<file path="config.mk">
export PLATFORM = sky130hd
export DESIGN_NAME = ddr3_sample_reader
export DESIGN_NICKNAME = d
export VERILOG_FILES = /design/src/rtl/ddr_audio_pkg.sv /design/src/rtl/rd_word_fifo.sv /design/src/rtl/ddr3_sample_reader.sv
export SDC_FILE = /design/constraint.sdc
export NUM_CORES = 2
export LEC_CHECK = 0
export BUFFER_PORTS_ARGS = -buffer_cell sky130_fd_sc_hd__buf_4
export CORE_ASPECT_RATIO = 0.9
export CORE_MARGIN = 2
export CORE_UTILIZATION = 32
export CTS_BUF_LIST = sky130_fd_sc_hd__clkbuf_2 sky130_fd_sc_hd__clkbuf_4 sky130_fd_sc_hd__clkbuf_8
export DETAILED_ROUTE_END_ITERATION = 7
export HOLD_SLACK_MARGIN = 0.05
export PLACE_DENSITY_LB_ADDON = 0.08
export SKIP_LAST_GASP = 1
export SLEW_MARGIN = 25
export SYNTH_ARGS = -nofsm -noshare
export SYNTH_HDL_FRONTEND = slang
export SYNTH_SLANG_ARGS = --single-unit
</file>
<file path="constraint.sdc">
create_clock -name ui_clk -period 10.15 [get_ports ui_clk]
set_input_delay 1.015 -clock ui_clk [delete_from_list [all_inputs] [get_ports ui_clk]]
set_output_delay 1.015 -clock ui_clk [all_outputs]
set_load 0.02 [all_outputs]
</file>
<file path="src/rtl/ddr_audio_pkg.sv">
// Shared constants and types for the DDR3 audio streaming blocks.
package ddr_audio_pkg;

    localparam logic [2:0] CMD_WRITE = 3'b000;
    localparam logic [2:0] CMD_READ  = 3'b001;

    localparam int DATA_W_DFLT   = 256;
    localparam int SAMPLE_W_DFLT = 16;
    localparam int LANES         = DATA_W_DFLT / SAMPLE_W_DFLT;

    typedef enum logic [1:0] {
        IDLE,
        WAIT_CAL,
        ISSUE,
        DRAIN
    } rd_state_t;

endpackage

</file>
<file path="src/rtl/rd_word_fifo.sv">
// Synchronous word FIFO with occupancy count and synchronous flush.
module rd_word_fifo #(
    parameter int WIDTH = 256,
    parameter int DEPTH = 4
) (
    input  logic                   clk,
    input  logic                   rst,
    input  logic                   flush,
    input  logic                   wr_en,
    input  logic [WIDTH-1:0]       wr_data,
    input  logic                   rd_en,
    output logic [WIDTH-1:0]       rd_data,
    output logic [$clog2(DEPTH):0] count
);
    localparam int PW = $clog2(DEPTH);

    logic [WIDTH-1:0] mem [DEPTH];
    logic [PW-1:0]    wr_ptr, rd_ptr;
    logic             full, do_wr, do_rd;

    assign full    = (count == (PW+1)'(DEPTH));
    assign do_rd   = rd_en && (count != '0);
    // A read in the same cycle frees the slot, so writing while full is legal then.
    assign do_wr   = wr_en && (!full || do_rd);
    assign rd_data = mem[rd_ptr];

    always_ff @(posedge clk) begin
        if (rst || flush) begin
            wr_ptr <= '0;
            rd_ptr <= '0;
            count  <= '0;
        end else begin
            if (do_wr) wr_ptr <= wr_ptr + 1'b1;
            if (do_rd) rd_ptr <= rd_ptr + 1'b1;
            if (do_wr && !do_rd)      count <= count + 1'b1;
            else if (!do_wr && do_rd) count <= count - 1'b1;
        end
    end

    always_ff @(posedge clk) begin
        if (do_wr) mem[wr_ptr] <= wr_data;
    end

    always_ff @(posedge clk) begin
        if (!rst && !flush) assert (!(wr_en && full && !do_rd));
    end

endmodule

</file>
<file path="src/rtl/ddr3_sample_reader.sv">
// Streams sequential DDR3 reads through a credit-limited word FIFO and
// serializes each word into samples, lane 0 (LSBs) first.
module ddr3_sample_reader
    import ddr_audio_pkg::*;
#(
    parameter int ADDR_W     = 29,
    parameter int DATA_W     = DATA_W_DFLT,
    parameter int SAMPLE_W   = SAMPLE_W_DFLT,
    parameter int FIFO_DEPTH = 4,
    parameter int ADDR_STEP  = 8
) (
    input  logic                ui_clk,
    input  logic                ui_clk_sync_rst,
    input  logic                init_calib_complete,
    input  logic                start,
    input  logic                stop,
    input  logic [ADDR_W-1:0]   base_addr,
    input  logic [15:0]         num_words,
    input  logic                loop_en,
    output logic                busy,
    output logic                done,
    output logic [ADDR_W-1:0]   app_addr,
    output logic [2:0]          app_cmd,
    output logic                app_en,
    input  logic                app_rdy,
    input  logic [DATA_W-1:0]   app_rd_data,
    input  logic                app_rd_data_valid,
    output logic [SAMPLE_W-1:0] sample_data,
    output logic                sample_valid,
    input  logic                sample_ready,
    output rd_state_t           dbg_state
);
    localparam int NLANES = DATA_W / SAMPLE_W;
    localparam int LW     = (NLANES > 1) ? $clog2(NLANES) : 1;
    localparam int FCW    = $clog2(FIFO_DEPTH) + 1;
    localparam int CRW    = $clog2(FIFO_DEPTH + 2) + 1;

    rd_state_t         state_q, state_d;
    logic              done_q, done_d, aborting_q, loop_q;
    logic [ADDR_W-1:0] base_q, addr_q;
    logic [15:0]       num_q, issued_q;
    logic [CRW-1:0]    outst_q, credit_sum;
    logic [FCW-1:0]    fifo_count;
    logic [DATA_W-1:0] fifo_rd_data, ser_word_q;
    logic [LW-1:0]     lane_q;
    logic              ser_loaded_q;
    logic              start_ok, stop_hit, cmd_accept, last_cmd, ret_ok;
    logic              fifo_wr, fifo_rd, ser_adv, ser_last;

    // Both streams transfer on a cycle where valid and ready are high together;
    // once valid is raised, its payload is held until that transfer happens.
    assign start_ok   = (state_q == IDLE) && start && !stop && !done_q;
    assign stop_hit   = stop && (state_q != IDLE);
    assign credit_sum = outst_q + CRW'(fifo_count) + CRW'(ser_loaded_q);
    assign app_en     = (state_q == ISSUE) && (credit_sum < CRW'(FIFO_DEPTH + 1));
    assign app_cmd    = CMD_READ;
    assign app_addr   = addr_q;
    assign cmd_accept = app_en && app_rdy;
    assign last_cmd   = (issued_q == num_q - 16'd1);
    // Returns with nothing outstanding (e.g. left over from before a reset) are ignored.
    assign ret_ok     = app_rd_data_valid && (outst_q != '0);
    assign fifo_wr    = ret_ok && !aborting_q && !stop_hit;
    assign ser_adv    = ser_loaded_q && sample_ready;
    assign ser_last   = (lane_q == LW'(NLANES - 1));
    assign fifo_rd    = (fifo_count != '0) && !aborting_q &&
                        (!ser_loaded_q || (ser_adv && ser_last));

    assign sample_valid = ser_loaded_q;
    assign sample_data  = ser_word_q[SAMPLE_W-1:0];
    assign busy         = (state_q != IDLE) || done_q;
    assign done         = done_q;
    assign dbg_state    = state_q;

    rd_word_fifo #(.WIDTH(DATA_W), .DEPTH(FIFO_DEPTH)) u_fifo (
        .clk     (ui_clk),
        .rst     (ui_clk_sync_rst),
        .flush   (stop_hit),
        .wr_en   (fifo_wr),
        .wr_data (app_rd_data),
        .rd_en   (fifo_rd),
        .rd_data (fifo_rd_data),
        .count   (fifo_count)
    );

    always_comb begin
        state_d = state_q;
        done_d  = 1'b0;
        case (state_q)
            IDLE: begin
                if (start_ok) begin
                    if (num_words == 16'd0) done_d = 1'b1;
                    else                    state_d = WAIT_CAL;
                end
            end
            WAIT_CAL: if (init_calib_complete) state_d = ISSUE;
            ISSUE:    if (cmd_accept && last_cmd && !loop_q) state_d = DRAIN;
            DRAIN: begin
                if (outst_q == '0 && (aborting_q || (fifo_count == '0 && !ser_loaded_q))) begin
                    state_d = IDLE;
                    done_d  = 1'b1;
                end
            end
            default: state_d = IDLE;
        endcase
        if (stop_hit) begin
            state_d = DRAIN;
            done_d  = 1'b0;
        end
    end

    always_ff @(posedge ui_clk) begin
        if (ui_clk_sync_rst) begin
            state_q      <= IDLE;
            done_q       <= 1'b0;
            aborting_q   <= 1'b0;
            base_q       <= '0;
            num_q        <= '0;
            loop_q       <= 1'b0;
            addr_q       <= '0;
            issued_q     <= '0;
            outst_q      <= '0;
            ser_word_q   <= '0;
            lane_q       <= '0;
            ser_loaded_q <= 1'b0;
        end else begin
            state_q <= state_d;
            done_q  <= done_d;

            if (stop_hit)               aborting_q <= 1'b1;
            else if (state_d == IDLE)   aborting_q <= 1'b0;

            if (start_ok) begin
                base_q   <= base_addr;
                num_q    <= num_words;
                loop_q   <= loop_en;
                addr_q   <= base_addr;
                issued_q <= '0;
            end else if (cmd_accept) begin
                if (last_cmd) begin
                    issued_q <= '0;
                    addr_q   <= loop_q ? base_q : addr_q + ADDR_W'(ADDR_STEP);
                end else begin
                    issued_q <= issued_q + 16'd1;
                    addr_q   <= addr_q + ADDR_W'(ADDR_STEP);
                end
            end

            case ({cmd_accept, ret_ok})
                2'b10:   outst_q <= outst_q + 1'b1;
                2'b01:   outst_q <= outst_q - 1'b1;
                default: ;
            endcase

            if (stop_hit || aborting_q) begin
                ser_loaded_q <= 1'b0;
                lane_q       <= '0;
            end else if (fifo_rd) begin
                ser_word_q   <= fifo_rd_data;
                lane_q       <= '0;
                ser_loaded_q <= 1'b1;
            end else if (ser_adv) begin
                if (ser_last) begin
                    ser_loaded_q <= 1'b0;
                    lane_q       <= '0;
                end else begin
                    ser_word_q <= ser_word_q >> SAMPLE_W;
                    lane_q     <= lane_q + 1'b1;
                end
            end
        end
    end

endmodule
</file>
# Word level (Yosys, flattened, before mapping)
# Memories as Yosys holds them, arrays and structs flattened. A register that Yosys moved wholly into a read port is not among the register bits.
# Cells that the tools add are included.
# W data, S select, Z words.
[word_totals]
regBits = 367
out_inout_bits = 54
memories = 1
wordCells = 127
input_bits = 310
mem_bits_rw = 1024
[op_classes]
bitwise = 1
reduce_logical = 56
add_sub_neg = 12
magnitude_cmp = 1
n_mux = 32
n_eq_ne = 9
[mem_list]
columns = ["memory", "depth", "word_bits", "read_ports", "rd_clocked_by_memory_dff", "wr", "line_no", "text"]
rows = [
  ["u_fifo.mem", 4, 256, 1, 1, 1, "rd_word_fifo.sv:17", "logic [WIDTH-1:0] mem [DEPTH];"],
]
[ops]
columns = ["cell", "count"]
rows = [
  ["$mux W256", 3],
  ["$mux W29", 4],
  ["$add A29 B4 Y29 const B", 1],
  ["$logic_and A1 B1 Y1", 21],
  ["$add A16 B1 Y16 const B", 1],
  ["$eq A16 B16 Y1", 1],
  ["$logic_not A16 Y1", 1],
  ["$mux W16", 1],
  ["$mux W2", 8],
  ["$sub A16 B1 Y16 const B", 1],
  ["$reduce_bool A2 Y1", 7],
  ["$mux W1", 10],
  ["$logic_not A1 Y1", 9],
  ["$add A4 B1 Y4 const B", 2],
  ["$pmux W2 S4", 1],
  ["$pmux W4 S2", 1],
  ["$eq A2 B2 Y1 const B", 3],
  ["$logic_or A1 B1 Y1", 6],
  ["$mux W3", 2],
  ["$reduce_or A2 Y1", 3],
  ["$add A2 B1 Y2 const B", 2],
  ["$add A4 B1 Y4", 1],
  ["$add A4 B3 Y4", 1],
  ["$eq A2 B1 Y1 const B", 2],
  ["18 further kinds", 19],
]

# Logic depth before layout (Yosys ltp)
[depth]
ltp_word = 13
ltp_mapped = 18
ltp_nobuf = 15

# Modules after synthesis
# Synthesis repeated with hierarchy kept, for this count alone.
[hier_totals]
cells_unflattened = 3549
hier_area_um2 = 53870.4
[by_module_without_submodules]
columns = ["module", "cells_per_inst", "n_inst", "seq_area_each_um2", "area_per_inst_um2"]
rows = [
  ["rd_word_fifo", 1385, 1, 30929.7, 37304.5],
  ["ddr3_sample_reader", 2164, 1, 7206.9, 16565.9],
]

# Worst setup path before layout
# No wires, ideal clock.
[synth_path]
path_type = "input-to-reg"
start = "input port stop"
end = "memory u_fifo.mem[0][0], enable pin"
arrival_time_ns = 7.734
t_required_ns = 9.500
path_buffers = 0
setup_time_ns = 0.650
setup_slack_ns = 1.766
cell_stages = 5
cell_sequence = "nor2b_1 > or2_2 > a311o_1 > inv_1 > and2_1"
[synth_between]
elab_chain_cells = 6
[synth_lines]
columns = ["element", "line_no", "text"]
rows = [
  ["start: declaration", "ddr3_sample_reader.sv:16", "input logic stop,"],
  ["$logic_and A1 B1 Y1", "ddr3_sample_reader.sv:53", "assign stop_hit = stop && (state_q != IDLE);"],
  ["$logic_not A1 Y1", "--", ""],
  ["$logic_and A1 B1 Y1", "ddr3_sample_reader.sv:62", "assign fifo_wr = ret_ok && !aborting_q && !stop_hit;"],
  ["$logic_and A1 B1 Y1", "rd_word_fifo.sv:24", "assign do_wr = wr_en && (!full || do_rd);"],
  ["named net u_fifo.do_wr", "rd_word_fifo.sv:19", "logic full, do_wr, do_rd;"],
  ["$mux W1", "rd_word_fifo.sv:41", "if (do_wr) mem[wr_ptr] <= wr_data;"],
  ["$mux W1 (not written as such)", "rd_word_fifo.sv:41", ""],
  ["end: declaration", "rd_word_fifo.sv:17", ""],
]
# The timed path passes the listed nets, and every way through them passes these cells.

# Worst setup path in the final report
[layout_path]
start = "register state_q[1], in the netlist dbg_state[1]"
end = "memory u_fifo.mem[2][115], enable pin"
[layout_between]
elab_chain_cells = 7
[layout_lines]
columns = ["element", "line_no", "text"]
rows = [
  ["start: declaration", "ddr3_sample_reader.sv:38", "rd_state_t state_q, state_d;"],
  ["start signal: assignment", "ddr3_sample_reader.sv:126", "state_q <= state_d;"],
  ["$reduce_bool A2 Y1", "ddr3_sample_reader.sv:53", ""],
  ["$logic_and A1 B1 Y1", "ddr3_sample_reader.sv:53", ""],
  ["$logic_not A1 Y1", "--", ""],
  ["$logic_and A1 B1 Y1", "ddr3_sample_reader.sv:62", ""],
  ["$logic_and A1 B1 Y1", "rd_word_fifo.sv:24", ""],
  ["named net u_fifo.do_wr", "rd_word_fifo.sv:19", ""],
  ["$mux W1", "rd_word_fifo.sv:41", ""],
  ["$mux W1 (not written as such)", "rd_word_fifo.sv:41", ""],
]
# The timed path passes the listed nets, and every way through them passes these cells.

==> results.yml <==
drt:
  post_drt_wl_per_cell_um: 22.9
  routed_wirelength_mm: 145
  dr.pass1.iters: 6
  vias: 31000
  ant_nets: 0
  drt_iter0_markers: 2170
  avgViaCountPerCell: 4.89
  drc: 0
clock_network:
  clkTransAtPathRegs_ns: 0.06
  cts_buffers: 232
  clock-sinks: 1393
  clk_latency_ns: 0.98
  cts_tree: "yes"
  htreeDepth: 4
  post_cts_buffers: 0
  cts_buffer_depth: 3
  cts-root-buf: "clkbuf_8"
  hold_buffers: 0
  post_cts_resized: 0
placement:
  dp_hpwl_mm: 86.5
  gp_congestion: 0.741
  numPortBuffers: 360
synth:
  ys_seq_area_share_pct: 70.9
  synth_cell_types: 66
  synth_area_leader_cell: "edfxtp_1"
  ys_warn_count: 0
  synth_cells: 3526
  synthTopCellsByCount: "1024 x edfxtp_1, 618 x nand2_1, 369 x dfxtp_1, 317 x nor2_1, 256 x mux4_2"
  synth-edff-count: 1024
  synth-async-reset-ratio_pct: 0
  syn_area_sq_mm: 0.0538
  netlist.area_leader.share_pct: 57.2
  ys_seq_elements: 1393
  syn_avg_cell_area_sq_um: 15.2
  ys.flop_type: "edfxtp_1"
  netlist_top_cells_area: "edfxtp_1 57%, dfxtp_1 14%, mux4_2 11%"
  yosysMostFrequentCell: "edfxtp_1"
layout:
  final_nets: 4236
  fillCellCount: 15900
  drive_above_1_share_pct: 26.9
  area_delta_synth_final_pct: 18.6
flow_run:
  max_cap_viol_count: 0
worst_setup_path:
  cp-end-kind: "register"
  r2r-start: "dbg_state[1]"
  crit_end: "u_fifo.mem[2][115]"
  r2r-end: "u_fifo.mem[2][115]"
  path_max_fanout: 93
  critPathTopFamily: "buffers and inverters"
  path_class: "reg2reg"
  cpMostUsedCell: "inv_1"
  cp_slowest_cell: "buf_4"
  cp_cell_sequence: "inv_1, ha_1, nor2b_1, or2_2, a311o_1, inv_1, and2_4, buf_4, buf_12"
  crit_path_start_kind: "register"
  arrival_ns: 4.87
  cp_num_buf_inv: 4
  rr_worst_depth: 9
  crit_required_ns: 10.70
  cpPeakStageDelay_ns: 0.83
  startpoint: "dbg_state[1]"
  r2r_slack_ns: 5.82
  cp.depth: 9
sta:
  clock.fmax_ghz: 0.231
  tns_ns: 0
  final.setup_skew_ns: 0.0685
  hold_viol: 0
  grt_setup_unrepaired: "no"
  final-setup-viol-count: 0
  slew_violations: 0
  period_minus_slack_ns: 4.33
  finalCritPeriodShare_pct: 42.6
  tightest_slew_ns: 1.08
  relSlewSlack_pct: 28.0
power:
  p_int_mw: 11.0
  swShare_pct: 31.9
  cellPowerDensity_mw_per_mm2: 254
  power_frac_seq_pct: 44.2
  power_leakage_nw: 20.7
  ir_worst_vdd_mv: 0.285
  clkPwrFrac_pct: 32.3
  p_comb_share_pct: 23.5
  switchingPower_mw: 5.17
  totalPowerFinal_mw: 16.2
grt:
  grt_max_degree: 212
  overflow: 0
  grt_usage_pct: 16.7
  grt_pass1_wl_mm: 214
  grt_pass1_vias: 31300
  antenna_found_initial: 18
floorplanning:
  ioPinCount: 364
  initial_utilization_pct: 32.3
  die_w_um: 436
  coreArea_sq_mm: 0.167
  std_cell_rows: 142
  die-area_sq_mm: 0.171
  chipHeight_um: 393
hold_path:
  hold_class: "in2reg"
outcome:
  status: "finished, final reports clean"
[cell usage in the layout, fill, tap and decap left out, types with 6 or more instances in the layout]
cell type and count:
a211oi_1 17, a21oi_1 97, a22oi_1 17, a311oi_1 242, a31oi_1 8, and3_1 11
buf_12 11, buf_4 385, clkbuf_4 95, clkbuf_8 262, clkinv_1 36, clkinv_2 27
dfxtp_1 367, edfxtp_1 1024, ha_1 18, inv_1 29, mux2_2 8, mux2_4 9
mux2i_1 6, mux4_2 256, nand2_1 618, nand3_1 25, nand4_1 20, nor2_1 316
nor2b_1 6, nor3_1 15, nor4_1 10, o21ai_0 15, o221ai_1 11, or3_1 7
xnor2_1 25, xor2_1 16
[sequential cells by signal, summed over array words and instances (netlist names), 2 cells and up, named ones only]
register,count
u_fifo.mem,1024
ser_word_q,256
app_addr,29
base_q,29
issued_q,16
num_q,16
lane_q,4
outst_q,4
u_fifo.count,3
dbg_state,2
u_fifo.rd_ptr,2
u_fifo.wr_ptr,2
[kinds of logic after synthesis]
family	Yosys count	synth area share (%)
adder cells (fa/ha/maj)	22	0.568
other	2	0.0140
buffers and inverters	288	2.20
flip-flops	1393	70.9
multiplexers	280	11.3
AO/OA/AOI/OAI	436	6.21
AND/OR/NAND/NOR	1064	8.12
XOR/XNOR	41	0.668
[area by class of cell]
type	count	area, sq um	share of cell area, %
sequential	1393	38100	59.8
inverter	30	120	0.188
clock buffer	357	4320	6.78
clock inverter	83	674	1.06
antenna	1	2.50	0.00393
multi-input combinational	1846	14500	22.7
timing repair buffer	401	3200	5.02
tap	2232	2790	4.38
[worst min-delay path by stage]
stage	from	end	slack, ns	cells after the start
5_1_grt	app_rd_data[103]	u_fifo.mem[1][103]	0.13	1
3_5_place_dp	base_q[25]	base_q[25]	0.45	2
6_report	app_rd_data[76]	u_fifo.mem[1][76]	0.24	1
4_1_cts	app_rd_data[103]	u_fifo.mem[1][103]	0.09	1
3_3_place_gp	base_q[8]	base_q[8]	0.44	2
2_1_floorplan	base_q[17]	base_q[17]	0.43	2
[stage by stage]
stage | cell area (sq um) | hold WS [ns] | utilization, % | setup slack, ns | std cells
2_1_floorplan | 53800 | 0.433 | - | 1.77 | 3527
3_3_place_gp | 58700 | 0.441 | 35.2 | 5.32 | 5900
3_5_place_dp | 58700 | 0.447 | 35.2 | 5.31 | 5900
4_1_cts | 63700 | 0.0950 | 38.2 | 5.72 | 6340
5_1_grt | 63700 | 0.131 | 38.2 | 5.59 | 6343
6_report | 63700 | 0.235 | 38.2 | 5.82 | 6343
[metal layers]
layer / track usage, % / wire length [um] / up-vias
met3: 3.63 / 7240 / 247
met2: 26.3 / 67900 / 690
met1: 23.5 / 67500 / 15700
met4: 4.25 / 2780 / 16
met5: 0 / 82 / -
li1: - / - / 14300
[power groups by stage]
stage / registers, mW / clock network [mW] / logic (mW)
after floorplan: 7.13 / 0 / 2.69
after global placement: 7.29 / 0 / 3.87
after detailed placement: 7.28 / 0 / 3.89
after CTS: 7.17 / 5.43 / 3.90
after global routing: 7.22 / 5.66 / 4.25
final: 7.16 / 5.23 / 3.81
Power figures use the tool's default switching activity.
